File: src/rtl/zorro_slot_arbiter_if.sv
`default_nettype none
// ==== zorro_slot_arbiter_if: slot/sequencer signals of the Zorro slot arbiter (rev 1.0) ====
interface zorro_slot_arbiter_if;
  logic       c7m_falling;
  logic [4:0] ebr_n_in;
  logic       ebgack_n_in;
  logic       bus_granted;
  logic       bus_req;
  logic       bus_is_z3;
  logic [2:0] grant_slot;
  logic       tenure_done;
  logic       timeout_err;
  logic [4:0] ebg_n_out;
  logic [4:0] ebg_n_oe;
  logic [4:0] z3_registered;

  modport master (
    input  c7m_falling, ebr_n_in, ebgack_n_in, bus_granted,
    output bus_req, bus_is_z3, grant_slot, tenure_done, timeout_err,
           ebg_n_out, ebg_n_oe, z3_registered
  );

  modport slave (
    output c7m_falling, ebr_n_in, ebgack_n_in, bus_granted,
    input  bus_req, bus_is_z3, grant_slot, tenure_done, timeout_err,
           ebg_n_out, ebg_n_oe, z3_registered
  );
endinterface
`default_nettype wire

File: src/rtl/zorro_slot_arbiter.sv
`default_nettype none
// ==== zorro_slot_arbiter: round-robin EBR/EBG arbiter for five Zorro slots (rev 1.0) ====
module zorro_slot_arbiter #(
  parameter int          NSLOTS         = 5,
  parameter logic [15:0] TIMEOUT_CYCLES = 16'd50000
) (
  input  wire logic            clk100,
  input  wire logic            reset_n,
  zorro_slot_arbiter_if.master slot_if
);
  typedef enum logic [1:0] {
    S_IDLE    = 2'd0,
    S_REQ     = 2'd1,
    S_TENURE  = 2'd2,
    S_RELEASE = 2'd3
  } state_t;

  localparam logic [2:0]  c_last_rst = 3'(NSLOTS - 1);
  localparam logic [15:0] c_tmo_last = TIMEOUT_CYCLES - 16'd1;

  logic [4:0]      r_ebr_s1, r_ebr_s2;
  logic            r_ack_s1, r_ack_s2;
  logic [4:0]      r_p0, r_p1, r_p2;
  logic [4:0][1:0] r_inh;
  logic [4:0]      r_z3;

  state_t      r_state, w_state_nx;
  logic        r_bus_req, w_req_nx;
  logic        r_is_z3, w_is_z3_nx;
  logic [2:0]  r_grant, w_grant_nx;
  logic        r_done, w_done_nx;
  logic        r_terr, w_terr_nx;
  logic [4:0]  r_ebg, w_ebg_nx;
  logic [4:0]  r_oe;
  logic [15:0] r_cnt, w_cnt_nx;
  logic        r_ack_seen, w_seen_nx;
  logic [2:0]  r_last, w_last_nx;

  logic [4:0] w_inh_act, w_pulse, w_z3_next, w_z2_req, w_cand;
  logic [2:0] w_pick;
  logic       w_pick_ok, w_withdraw;

  function automatic logic [2:0] f_wrap(input logic [2:0] base, input logic [2:0] step);
    logic [3:0] s;
    s = {1'b0, base} + {1'b0, step};
    return (s >= 4'(NSLOTS)) ? 3'(s - 4'(NSLOTS)) : s[2:0];
  endfunction

  for (genvar i = 0; i < NSLOTS; i++) begin : g_slot
    assign w_inh_act[i] = |r_inh[i];
  end

  // A 1,0,1 history is a Z3 (de)registration pulse; a pending toggle already counts for arbitration
  assign w_pulse   = r_p2 & ~r_p1 & r_p0 & ~w_inh_act;
  assign w_z3_next = r_z3 ^ w_pulse;
  assign w_z2_req  = ~r_p1 & ~r_p0 & ~r_z3 & ~w_inh_act;
  assign w_cand    = (|w_z3_next) ? w_z3_next : w_z2_req;

  always_ff @(posedge clk100) begin
    if (!reset_n) begin
      r_ebr_s1 <= '1;
      r_ebr_s2 <= '1;
      r_ack_s1 <= 1'b1;
      r_ack_s2 <= 1'b1;
      r_p0     <= '1;
      r_p1     <= '1;
      r_p2     <= '1;
      r_inh    <= '0;
      r_z3     <= '0;
    end else begin
      r_ebr_s1 <= slot_if.ebr_n_in;
      r_ebr_s2 <= r_ebr_s1;
      r_ack_s1 <= slot_if.ebgack_n_in;
      r_ack_s2 <= r_ack_s1;
      r_z3     <= w_z3_next;
      for (int i = 0; i < NSLOTS; i++) begin
        if (w_pulse[i]) begin
          r_p2[i]  <= 1'b0;
          r_p1[i]  <= 1'b0;
          r_p0[i]  <= 1'b0;
          r_inh[i] <= 2'd3;
        end else if (slot_if.c7m_falling) begin
          r_p2[i] <= r_p1[i];
          r_p1[i] <= r_p0[i];
          r_p0[i] <= r_ebr_s2[i];
          if (w_inh_act[i]) r_inh[i] <= r_inh[i] - 2'd1;
        end
      end
    end
  end

  // Descending scan so the slot nearest after r_last is the one left standing
  always_comb begin
    w_pick    = '0;
    w_pick_ok = 1'b0;
    for (int k = NSLOTS; k >= 1; k--) begin
      if (w_cand[f_wrap(r_last, 3'(k))]) begin
        w_pick    = f_wrap(r_last, 3'(k));
        w_pick_ok = 1'b1;
      end
    end
  end

  assign w_withdraw = r_is_z3 ? ~r_z3[r_grant] : r_p0[r_grant];

  always_comb begin
    w_state_nx = r_state;
    w_req_nx   = r_bus_req;
    w_is_z3_nx = r_is_z3;
    w_grant_nx = r_grant;
    w_done_nx  = 1'b0;
    w_terr_nx  = 1'b0;
    w_ebg_nx   = '1;
    w_cnt_nx   = r_cnt;
    w_seen_nx  = r_ack_seen;
    w_last_nx  = r_last;
    case (r_state)
      S_IDLE: begin
        w_req_nx = 1'b0;
        if (w_pick_ok) begin
          w_state_nx = S_REQ;
          w_req_nx   = 1'b1;
          w_grant_nx = w_pick;
          w_is_z3_nx = |w_z3_next;
        end
      end
      S_REQ: begin
        if (w_withdraw) begin
          w_state_nx = S_RELEASE;
          w_req_nx   = 1'b0;
          w_done_nx  = 1'b1;
        end else if (slot_if.bus_granted) begin
          w_state_nx        = S_TENURE;
          w_ebg_nx[r_grant] = 1'b0;
          w_last_nx         = r_grant;
          w_cnt_nx          = '0;
          w_seen_nx         = 1'b0;
        end
      end
      S_TENURE: begin
        if (r_is_z3) begin
          if (!r_z3[r_grant]) begin
            w_state_nx = S_RELEASE;
            w_req_nx   = 1'b0;
            w_done_nx  = 1'b1;
          end else begin
            w_ebg_nx[r_grant] = 1'b0;
          end
        end else if (r_ebg[r_grant] && r_ack_s2) begin
          w_state_nx = S_RELEASE;
          w_req_nx   = 1'b0;
          w_done_nx  = 1'b1;
        end else if (!r_ack_seen && r_ack_s2 && (r_cnt == c_tmo_last)) begin
          w_state_nx = S_RELEASE;
          w_req_nx   = 1'b0;
          w_done_nx  = 1'b1;
          w_terr_nx  = 1'b1;
        end else begin
          w_ebg_nx[r_grant] = r_ebr_s2[r_grant];
          w_cnt_nx          = r_ack_s2 ? r_cnt + 16'd1 : 16'd0;
          w_seen_nx         = r_ack_seen | ~r_ack_s2;
        end
      end
      S_RELEASE: begin
        w_req_nx = 1'b0;
        if (!slot_if.bus_granted) w_state_nx = S_IDLE;
      end
      default: w_state_nx = S_IDLE;
    endcase
  end

  always_ff @(posedge clk100) begin
    if (!reset_n) begin
      r_state    <= S_IDLE;
      r_bus_req  <= 1'b0;
      r_is_z3    <= 1'b0;
      r_grant    <= '0;
      r_done     <= 1'b0;
      r_terr     <= 1'b0;
      r_ebg      <= '1;
      r_oe       <= '0;
      r_cnt      <= '0;
      r_ack_seen <= 1'b0;
      r_last     <= c_last_rst;
    end else begin
      r_state    <= w_state_nx;
      r_bus_req  <= w_req_nx;
      r_is_z3    <= w_is_z3_nx;
      r_grant    <= w_grant_nx;
      r_done     <= w_done_nx;
      r_terr     <= w_terr_nx;
      r_ebg      <= w_ebg_nx;
      r_oe       <= '1;
      r_cnt      <= w_cnt_nx;
      r_ack_seen <= w_seen_nx;
      r_last     <= w_last_nx;
    end
  end

  assign slot_if.bus_req       = r_bus_req;
  assign slot_if.bus_is_z3     = r_is_z3;
  assign slot_if.grant_slot    = r_grant;
  assign slot_if.tenure_done   = r_done;
  assign slot_if.timeout_err   = r_terr;
  assign slot_if.ebg_n_out     = r_ebg;
  assign slot_if.ebg_n_oe      = r_oe;
  assign slot_if.z3_registered = r_z3;
endmodule
`default_nettype wire

File: src/flat_wrapper.sv
// flat-port wrapper written by rule: the top's interface ports become plain ports
module zorro_slot_arbiter_flat 
#(
  parameter int          NSLOTS         = 5,
  parameter logic [15:0] TIMEOUT_CYCLES = 16'd50000
)
  (clk100, reset_n, slot_if_c7m_falling, slot_if_ebr_n_in, slot_if_ebgack_n_in, slot_if_bus_granted, slot_if_bus_req, slot_if_bus_is_z3, slot_if_grant_slot, slot_if_tenure_done, slot_if_timeout_err, slot_if_ebg_n_out, slot_if_ebg_n_oe, slot_if_z3_registered);
  zorro_slot_arbiter_if slot_if_i ();
  input  wire logic clk100;
  input  wire logic reset_n;
  input wire logic [$bits(slot_if_i.c7m_falling)-1:0] slot_if_c7m_falling;
  input wire logic [$bits(slot_if_i.ebr_n_in)-1:0] slot_if_ebr_n_in;
  input wire logic [$bits(slot_if_i.ebgack_n_in)-1:0] slot_if_ebgack_n_in;
  input wire logic [$bits(slot_if_i.bus_granted)-1:0] slot_if_bus_granted;
  output wire logic [$bits(slot_if_i.bus_req)-1:0] slot_if_bus_req;
  output wire logic [$bits(slot_if_i.bus_is_z3)-1:0] slot_if_bus_is_z3;
  output wire logic [$bits(slot_if_i.grant_slot)-1:0] slot_if_grant_slot;
  output wire logic [$bits(slot_if_i.tenure_done)-1:0] slot_if_tenure_done;
  output wire logic [$bits(slot_if_i.timeout_err)-1:0] slot_if_timeout_err;
  output wire logic [$bits(slot_if_i.ebg_n_out)-1:0] slot_if_ebg_n_out;
  output wire logic [$bits(slot_if_i.ebg_n_oe)-1:0] slot_if_ebg_n_oe;
  output wire logic [$bits(slot_if_i.z3_registered)-1:0] slot_if_z3_registered;
  assign slot_if_i.c7m_falling = slot_if_c7m_falling;
  assign slot_if_i.ebr_n_in = slot_if_ebr_n_in;
  assign slot_if_i.ebgack_n_in = slot_if_ebgack_n_in;
  assign slot_if_i.bus_granted = slot_if_bus_granted;
  assign slot_if_bus_req = slot_if_i.bus_req;
  assign slot_if_bus_is_z3 = slot_if_i.bus_is_z3;
  assign slot_if_grant_slot = slot_if_i.grant_slot;
  assign slot_if_tenure_done = slot_if_i.tenure_done;
  assign slot_if_timeout_err = slot_if_i.timeout_err;
  assign slot_if_ebg_n_out = slot_if_i.ebg_n_out;
  assign slot_if_ebg_n_oe = slot_if_i.ebg_n_oe;
  assign slot_if_z3_registered = slot_if_i.z3_registered;
  zorro_slot_arbiter #(.NSLOTS(NSLOTS), .TIMEOUT_CYCLES(TIMEOUT_CYCLES)) u_core (.clk100(clk100), .reset_n(reset_n), .slot_if(slot_if_i));
endmodule
File: config.mk
export PLATFORM = sky130hd
export DESIGN_NAME = zorro_slot_arbiter_flat
export DESIGN_NICKNAME = d
export VERILOG_FILES = /design/src/rtl/zorro_slot_arbiter_if.sv /design/src/rtl/zorro_slot_arbiter.sv /design/src/flat_wrapper.sv
export SDC_FILE = /design/constraint.sdc
export NUM_CORES = 1
export LEC_CHECK = 0
export BUFFER_PORTS_ARGS = -buffer_cell sky130_fd_sc_hd__clkbuf_2
export CAP_MARGIN = 40
export CORE_MARGIN = 2
export CORE_UTILIZATION = 35
export CTS_CLUSTER_SIZE = 28
export DETAILED_ROUTE_END_ITERATION = 8
export GPL_ROUTABILITY_DRIVEN = 1
export PLACE_DENSITY_LB_ADDON = 0.2
export REMOVE_ABC_BUFFERS = 1
export SLEW_MARGIN = 10
export SYNTH_ARGS = -nofsm -noshare
export SYNTH_HDL_FRONTEND = slang
export SYNTH_SLANG_ARGS = --single-unit
File: constraint.sdc
create_clock -name clk100 -period 3.3 [get_ports clk100]
set_input_delay 0.66 -clock clk100 [delete_from_list [all_inputs] [get_ports clk100]]
set_output_delay 0.66 -clock clk100 [all_outputs]
set_load 0.02 [all_outputs]
==> metrics.txt, run 1 <==
TritonRoute pass-1 iters=4; Post-Route WL=11.6 mm; peak supply drop=302 uV; Num CTS Buffers=9; Die H=120 um; Switching Fraction=34.9%; Comb pwr share=34.1%; routed length per instance=14.9 um; Site Rows=42; worst stage delay on the critical path=0.53 ns; Final Cycle Share=95.1%; sequential power share=35.8%; area of the multi-input gates=2950 sq um; CTS clk-pin slew, worst paths=0.06 ns; hold buffers post-CTS=0; CTS Buffer Depth=2; EDFF count, synth=0; adder-cell share of the synthesized area=5.99%; final core utilization=41.3%; RSZ-0062 raised after global routing=no; die extent in x=120 um; YS warnings=0; vias per cell=5.27; Power Density=590 nW/um^2; CP Launch Type=flip-flop; internal power=2090 uW; final non-filler cell total=775; Final Skew=0.00419 ns; overall fraction of global-route tracks in use=16.9%; critical path data required time=3.55 ns; initial antenna violation count=0; commonest non-fill, non-tap cell in the layout=dfxtp_1; global route total overflow=0; most frequent cells in the layout=77 x dfxtp_1, 58 x nor2_1, 44 x nand2_1; register area=1540 sq um; Max Cap Viol=0; number of DRC markers in iteration 0=307; Port Buffer Count=31; largest family of logic cells by synthesized area=simple AND/OR/NAND/NOR gates; largest net degree at the start of global routing=44; CTS Root Cell=clkbuf_16; Slowest-stage cell, CP=or4b_1; Initial Util=35.8%; Mapped Cells=557; P_leak=0.00214 uW; dpl cells=758; Worst slew margin=64.0%; Worst Hold Class=flip-flop to flip-flop; setup TNS=0 ns; first-pass GRT wire length=19.4 mm; P_sw=1120 uW; worst path cell trace=clkinv_1, ha_1, ha_1, a211oi_2, buf_4, o21a_1, or4b_1, o22ai_2, a21oi_1, o2111a_1, o311a_1, o32ai_2; maximum clock frequency=0.318 GHz; Hold Violations, Final=0; mux cell area share after synthesis=4.21%; Ant. Diodes=0; Simple-Gate Fraction of Synth Area=24.8%; clk_lat worst skew=0.34 ns; CTS Sinks=77; area growth from synthesis to layout=15.5%; worst path bufs/invs=2; register area share after synthesis=32.7%; compound-gate portion of the synthesized area=20.9%; total I/O pin count=32; Post-synth top flop=dfxtp_1; Clk network pwr share=30.2%; vias in the first global route=3893; Nets=626; max-slew violations=0; status=completed; fraction of synthesized cell area in xor and xnor cells=6.23%; Crit. End Element=flip-flop; Crit Path Category=flip-flop to flip-flop; hpwl dp=8.84 mm; critical path arrival=3.39 ns; syn_area_per_cell=8.48 sq um; CP delay by family, top=compound AO/OA/AOI/OAI gates; Filler cells=1331; DR DRC count=0; GP Congestion=0.843; die area=14400 sq um; H-Tree Depth=3; final setup vio count=0; Crit Path Max Fanout=5; most frequent CP cell=ha_1; core region area=13200 sq um; share of cells above drive strength 1=18.5%; total number of vias=4084; Slew @ Worst Pin=0.537 ns; Synth cell types=79; Final ANT Viol Nets=0; #FFs+latches synth=77; Post-Syn Area=4720 sq um; Async S/R FF share, synth=0%; Period minus WS final=3.14 ns; TritonCTS clock tree=yes
## stage by stage
| stage | cell area (sq um) | setup slack [ns] | total power, uW | hold slack [ns] |
|---|---|---|---|---|
| 6_report | 5450 | 0.160 | 3220 | 0.405 |
| 5_1_grt | 5450 | 0.0174 | 3430 | 0.435 |
| 4_1_cts | 5420 | 0.112 | 3250 | 0.409 |
| 3_5_place_dp | 5130 | 0.122 | 2260 | 0.396 |
| 3_3_place_gp | 5120 | 0.133 | 2230 | 0.392 |
| 2_1_floorplan | 4590 | -0.272 | 1920 | 0.386 |
## kinds of logic after synthesis
family,after synthesis
AO/OA/AOI/OAI,141
XOR/XNOR,31
adder cells (fa/ha/maj),22
buffers and inverters,58
flip-flops,77
multiplexers,18
AND/OR/NAND/NOR,210
## per-layer routing
metal / share of wire (%) / GRT usage [%]
met1: 49 / 23.5
met2: 44 / 25.7
met3: 4.6 / 3.33
met4: 2.1 / 6.76
met5: 0 / 0
## synthesized netlist by cell type (4+ instances only)
| master | n | area share (%) |
|---|---|---|
| a211oi_1 | 6 | 0.95 |
| a21oi_1 | 33 | 3.5 |
| and3_1 | 4 | 0.53 |
| buf_2 | 5 | 0.53 |
| buf_4 | 6 | 0.95 |
| clkbuf_1 | 16 | 1.3 |
| dfxtp_1 | 77 | 33 |
| ha_1 | 21 | 5.6 |
| inv_1 | 29 | 2.3 |
| mux2_2 | 5 | 1.2 |
| mux2i_1 | 12 | 2.5 |
| nand2_1 | 44 | 3.5 |
| nand2b_1 | 20 | 2.7 |
| nand3_1 | 19 | 2.0 |
| nand3b_1 | 5 | 0.80 |
| nor2_1 | 58 | 4.6 |
| nor2b_1 | 6 | 0.80 |
| nor3_1 | 9 | 0.95 |
| nor4b_1 | 4 | 0.74 |
| o211ai_1 | 14 | 2.2 |
| o21a_1 | 4 | 0.64 |
| o21ai_0 | 37 | 3.9 |
| o22ai_1 | 5 | 0.66 |
| o311a_1 | 5 | 1.1 |
| or2_2 | 5 | 0.66 |
| xnor2_1 | 20 | 3.7 |
| xor2_1 | 8 | 1.5 |
## registers in the layout (all words and copies together) (netlist names)
signal                        cells
u_core.slot_if.tenure_done        1
u_core.r_ack_s2                   1
u_core.r_p1                       5
u_core.r_p0                       5
u_core.r_ack_s1                   1
u_core.slot_if.ebg_n_oe           1
u_core.r_state                    2
u_core.r_ebr_s1                   5
u_core.slot_if.timeout_err        1
u_core.r_last                     3
u_core.slot_if.bus_is_z3          1
u_core.r_ack_seen                 1
u_core.r_ebr_s2                   5
u_core.r_p2                       5
u_core.slot_if.z3_registered      5
u_core.slot_if.bus_req            1
u_core.slot_if.grant_slot         3
u_core.r_cnt                     16
u_core.r_inh                     10
u_core.slot_if.ebg_n_out          5
## power groups by stage
stage | sequential (uW) | combinational (uW) | clock (uW)
2_1_floorplan | 1220 | 702 | 0
3_3_place_gp | 1170 | 1060 | 0
3_5_place_dp | 1170 | 1090 | 0
4_1_cts | 1150 | 1090 | 1000
5_1_grt | 1170 | 1220 | 1040
6_report | 1150 | 1100 | 970
## area by class of cell
cell class,count,share of cell area [%]
sequential,77,28.3
timing repair buffer,54,6.01
inverter,30,2.07
multi-input combinational,422,54.2
clock inverter,4,0.872
clock buffer,12,4.52
tap,176,4.04
## path summary, 6_finish.rpt
check                                   startpoint                           end  slack [ns]  cells after the start
worst max-delay path              u_core.r_last[0]  u_core.slot_if.grant_slot[1]        0.16                     12
worst min-delay path            u_core.r_ebr_s1[4]            u_core.r_ebr_s2[4]        0.41                      1
worst max register to register    u_core.r_last[0]  u_core.slot_if.grant_slot[1]        0.16                     12
worst min register to register  u_core.r_ebr_s1[4]            u_core.r_ebr_s2[4]        0.41                      1
## what timing repair did
| item | in CTS | in global routing |
|---|---|---|
| setup endpoints to repair | 0 | 7 |
| setup buffers | 0 | 1 |
| gates resized for setup | 0 | 5 |
Power figures use the tool's default switching activity.
==> run 2: changes to the inputs <==
clock period = 3.4 ns   (was 3.3 ns; I/O delays follow)
==> metrics.txt, run 2 (same netlist as run 1, synthesis figures left out) <==
hpwl dp=8.63 mm; most frequent cells in the layout=77 x dfxtp_1, 58 x nor2_1, 44 x nand2_1; Worst Hold Class=flip-flop to flip-flop; maximum clock frequency=0.312 GHz; Initial Util=35.8%; Ant. Diodes=0; Period minus WS final=3.20 ns; clk_lat worst skew=0.34 ns; Max Cap Viol=0; GP Congestion=0.891; vias in the first global route=3982; die area=14400 sq um; core region area=13200 sq um; reg-to-reg startpoint=u_core.r_last[0]; share of cells above drive strength 1=16.9%; final setup vio count=0; status=completed; H-Tree Depth=3; initial antenna violation count=0; global route total overflow=0; area growth from synthesis to layout=13.9%; total number of vias=4106; CP delay by family, top=compound AO/OA/AOI/OAI gates; CTS Buffer Depth=2; RSZ-0062 raised after global routing=no; total I/O pin count=32; P_leak=0.00210 uW; met3 wire len=400 um; Power Density=580 nW/um^2; first-pass GRT wire length=19.2 mm; Nets=617; Comb pwr share=33.1%; critical path arrival=3.45 ns; internal power=1990 uW; Slew @ Worst Pin=0.576 ns; Crit. End Element=flip-flop; TritonRoute pass-1 iters=5; worst path bufs/invs=1; max-slew violations=0; worst path cell trace=clkinv_1, ha_1, ha_1, a211oi_2, mux2_2, or4b_1, o22ai_1, a21oi_1, o2111a_1, o311a_1, o32ai_2; highest routed layer=met4; critical path data required time=3.65 ns; routed length on met2=5.30 mm; vias per cell=5.36; Final ANT Viol Nets=0; Post-Route WL=11.5 mm; CTS Root Cell=clkbuf_16; peak supply drop=308 uV; routed length per instance=15.0 um; overall fraction of global-route tracks in use=16.7%; commonest non-fill, non-tap cell in the layout=dfxtp_1; most frequent CP cell=ha_1; sequential power share=35.8%; Final Cycle Share=94.2%; max reg flops=16; P_sw=1130 uW; Crit Path Category=flip-flop to flip-flop; CTS clk-pin slew, worst paths=0.06 ns; metal1 wirelength=5.69 mm; largest net degree at the start of global routing=27; Crit Path Max Fanout=5; Worst Setup SP=u_core.r_last[0]; DR DRC count=0; number of DRC markers in iteration 0=351; placed inst area=5070 sq um; worst stage delay on the critical path=0.47 ns; Worst slew margin=61.5%; HP Start=u_core.r_ebr_s1[4]; TritonCTS clock tree=yes; area of the multi-input gates=2940 sq um; CP Launch Type=flip-flop; Die H=120 um; Final Instance Area=5380 sq um; Hold Worst Slack=0.404 ns; Final Skew=0.00972 ns; Regs by FF count=u_core.r_cnt: 16 flops, u_core.r_inh: 10 flops; Biggest register=u_core.r_cnt; Switching Fraction=36.1%; Clk network pwr share=31.0%; Hold Violations, Final=0; Num CTS Buffers=9; die extent in x=120 um; Site Rows=42; CTS Sinks=77; Filler cells=1324; Port Buffer Count=31; hold buffers post-CTS=0; Slowest-stage cell, CP=or4b_1; register area=1540 sq um
run 2: routing by layer:
layer,track usage (%),up-vias
li1,-,2064
met1,22.2,1936
met2,27.3,93
met3,3.42,13
met4,4.63,0
met5,0,-
run 2: worst reg2reg max path, cell delays in order, from the launching register on:
cell	delay [ns]
dfxtp_1	0.33
clkinv_1	0.08
ha_1	0.23
ha_1	0.37
a211oi_2	0.27
mux2_2	0.25
or4b_1	0.47
o22ai_1	0.24
a21oi_1	0.14
o2111a_1	0.15
o311a_1	0.34
o32ai_2	0.24
run 2: cell type report:
class                      instances  share of cell area, %
inverter                          30                   2.09
clock buffer                       9                   4.19
sequential                        77                   28.7
tap                              176                   4.10
clock inverter                     7                   1.37
timing repair buffer              45                   4.84
multi-input combinational        422                   54.7
run 2: repair_timing:
action	in CTS	in global routing
endpoints found under the setup margin	0	3
setup buffers	0	0
gates resized for setup	0	2
run 2: path summary, 6_finish.rpt:
| path | to | slack [ns] | depth (start not counted) |
|---|---|---|---|
| min reg2reg | u_core.r_ebr_s2[4] | 0.40 | 1 |
| min | u_core.r_ebr_s2[4] | 0.40 | 1 |
| max | u_core.slot_if.grant_slot[1] | 0.20 | 11 |
| max reg2reg | u_core.slot_if.grant_slot[1] | 0.20 | 11 |
run 2: metrics by stage:
step,util (%),TNS [ns],setup WS (ns),total power [uW],std cells
2_1_floorplan,-,-0.442,-0.172,1860,529
3_3_place_gp,38.4,0,0.256,2140,750
3_5_place_dp,38.4,0,0.188,2160,750
4_1_cts,40.7,0,0.178,3140,766
5_1_grt,40.8,0,0.0378,3310,766
6_report,40.8,0,0.198,3120,766
run 2: power groups by stage:
| stage | Combinational [uW] | Sequential [uW] | Clock [uW] |
|---|---|---|---|
| 4_1_cts | 1030 | 1120 | 992 |
| 2_1_floorplan | 681 | 1180 | 0 |
| 5_1_grt | 1150 | 1140 | 1030 |
| 6_report | 1030 | 1120 | 969 |
| 3_3_place_gp | 1010 | 1130 | 0 |
| 3_5_place_dp | 1020 | 1140 | 0 |
==> run 3: changes to the inputs <==
MAX_ROUTING_LAYER = met4   (was unset)
==> metrics.txt, run 3 (same netlist as run 1, synthesis figures left out) <==
number of DRC markers in iteration 0=324; total number of vias=4107; H-Tree Depth=3; die extent in x=120 um; Final Instance Area=5380 sq um; Final ANT Viol Nets=0; CTS Root Cell=clkbuf_16; first-pass GRT wire length=19.6 mm; peak supply drop=327 uV; Worst Hold Class=flip-flop to flip-flop; Hold Worst Slack=0.407 ns; CTS Buffer Depth=2; Hold Violations, Final=0; Initial Util=35.8%; Crit Path Max Fanout=9; hpwl dp=8.90 mm; most frequent cells in the layout=77 x dfxtp_1, 58 x nor2_1, 44 x nand2_1; CTS Sinks=77; placed inst area=5070 sq um; overall fraction of global-route tracks in use=17.7%; TritonRoute pass-1 iters=5; Slew @ Worst Pin=0.518 ns; Port Buffer Count=31; status=completed; largest net degree at the start of global routing=27; Filler cells=1333; Biggest register=u_core.r_cnt; Power Density=586 nW/um^2; GP Congestion=0.855; die area=14400 sq um; Crit Path Category=flip-flop to flip-flop; TritonCTS clock tree=yes; hold buffers post-CTS=0; setup bufs post-CTS=0; Post-Route WL=11.9 mm; RSZ-0062 raised after global routing=no; Num CTS Buffers=9; CTS clk-pin slew, worst paths=0.06 ns; Final Skew=0.00835 ns; Max Cap Viol=0; max-slew violations=0; Period minus WS final=3.20 ns; max reg flops=16; maximum clock frequency=0.312 GHz; core region area=13200 sq um; Die H=120 um; Crit. End Element=flip-flop; critical path data required time=3.67 ns; final setup vio count=0; CTS resizes=0; clk_lat worst skew=0.35 ns; critical path arrival=3.48 ns; total I/O pin count=32; initial antenna violation count=0; Worst slew margin=65.3%; DR DRC count=0; Regs by FF count=u_core.r_cnt: 16 flops, u_core.r_inh: 10 flops; vias per cell=5.36; vias in the first global route=3910; routed length per instance=15.6 um; commonest non-fill, non-tap cell in the layout=dfxtp_1; Final Cycle Share=94.2%; area growth from synthesis to layout=14.0%; P_leak=0.00209 uW; Power Total=3150 uW; Site Rows=42; global route total overflow=0; Ant. Diodes=0; Nets=617; CP Launch Type=flip-flop; share of cells above drive strength 1=17.1%
[run 3: cell types whose count changed in the layout (fill, tap and decap cells not counted), sizes merged]
| cell | before | now |
|---|---|---|
| clkinv | 5 | 3 |
| clkbuf | 40 | 41 |
| clkinvlp | 0 | 1 |
[run 3: path summary, 6_finish.rpt]
check | from | end | slack (ns) | depth (start not counted)
max reg2reg | u_core.r_last[0] | u_core.r_state[1] | 0.20 | 13
max | u_core.r_last[0] | u_core.r_state[1] | 0.20 | 13
min reg2reg | u_core.r_ebr_s1[4] | u_core.r_ebr_s2[4] | 0.41 | 1
min | u_core.r_ebr_s1[4] | u_core.r_ebr_s2[4] | 0.41 | 1
[run 3: critical path, cell delays in order, from the launching register on]
cell and delay, ns:
dfxtp_1 0.31, clkinv_1 0.05, buf_4 0.16, ha_1 0.18
inv_1 0.07, fa_1 0.47, a21oi_2 0.18, xnor2_1 0.19
or3_1 0.46, a31oi_1 0.23, a211oi_1 0.10, and4_2 0.28
a21oi_1 0.23, mux2i_1 0.20
[run 3: metrics by stage]
| stage | util (%) | setup WS (ns) | instances | TNS, ns |
|---|---|---|---|---|
| 2_1_floorplan | - | -0.172 | 529 | -0.442 |
| 3_3_place_gp | 38.4 | 0.262 | 750 | 0 |
| 3_5_place_dp | 38.4 | 0.173 | 750 | 0 |
| 4_1_cts | 40.8 | 0.169 | 766 | 0 |
| 5_1_grt | 40.8 | 0.00635 | 766 | 0 |
| 6_report | 40.8 | 0.196 | 766 | 0 |
[run 3: cell type report]
| cell class | count | area [sq um] | share of cell area (%) |
|---|---|---|---|
| repair buffers | 45 | 260 | 4.84 |
| multi-input cells | 422 | 2940 | 54.6 |
| clock buffers | 10 | 239 | 4.44 |
| clock inverters | 6 | 68.8 | 1.28 |
| well taps | 176 | 220 | 4.09 |
| inverters | 30 | 113 | 2.09 |
| flip-flops and latches | 77 | 1540 | 28.6 |
[run 3: power by group]
part           switching, uW  total (uW)  internal, uW
Clock                    405         998           593
Combinational            629        1040           411
Sequential               105        1110          1010
[run 3: layer usage]
| layer | GRT usage (%) | up-vias | routed length [um] | part of all wire [%] |
|---|---|---|---|---|
| li1 | - | 2053 | - | - |
| met1 | 23.5 | 1944 | 5980 | 50 |
| met2 | 26.7 | 94 | 5320 | 45 |
| met3 | 3.90 | 16 | 452 | 3.8 |
| met4 | 5.66 | 0 | 178 | 1.5 |
| met5 | - | - | 0 | 0 |
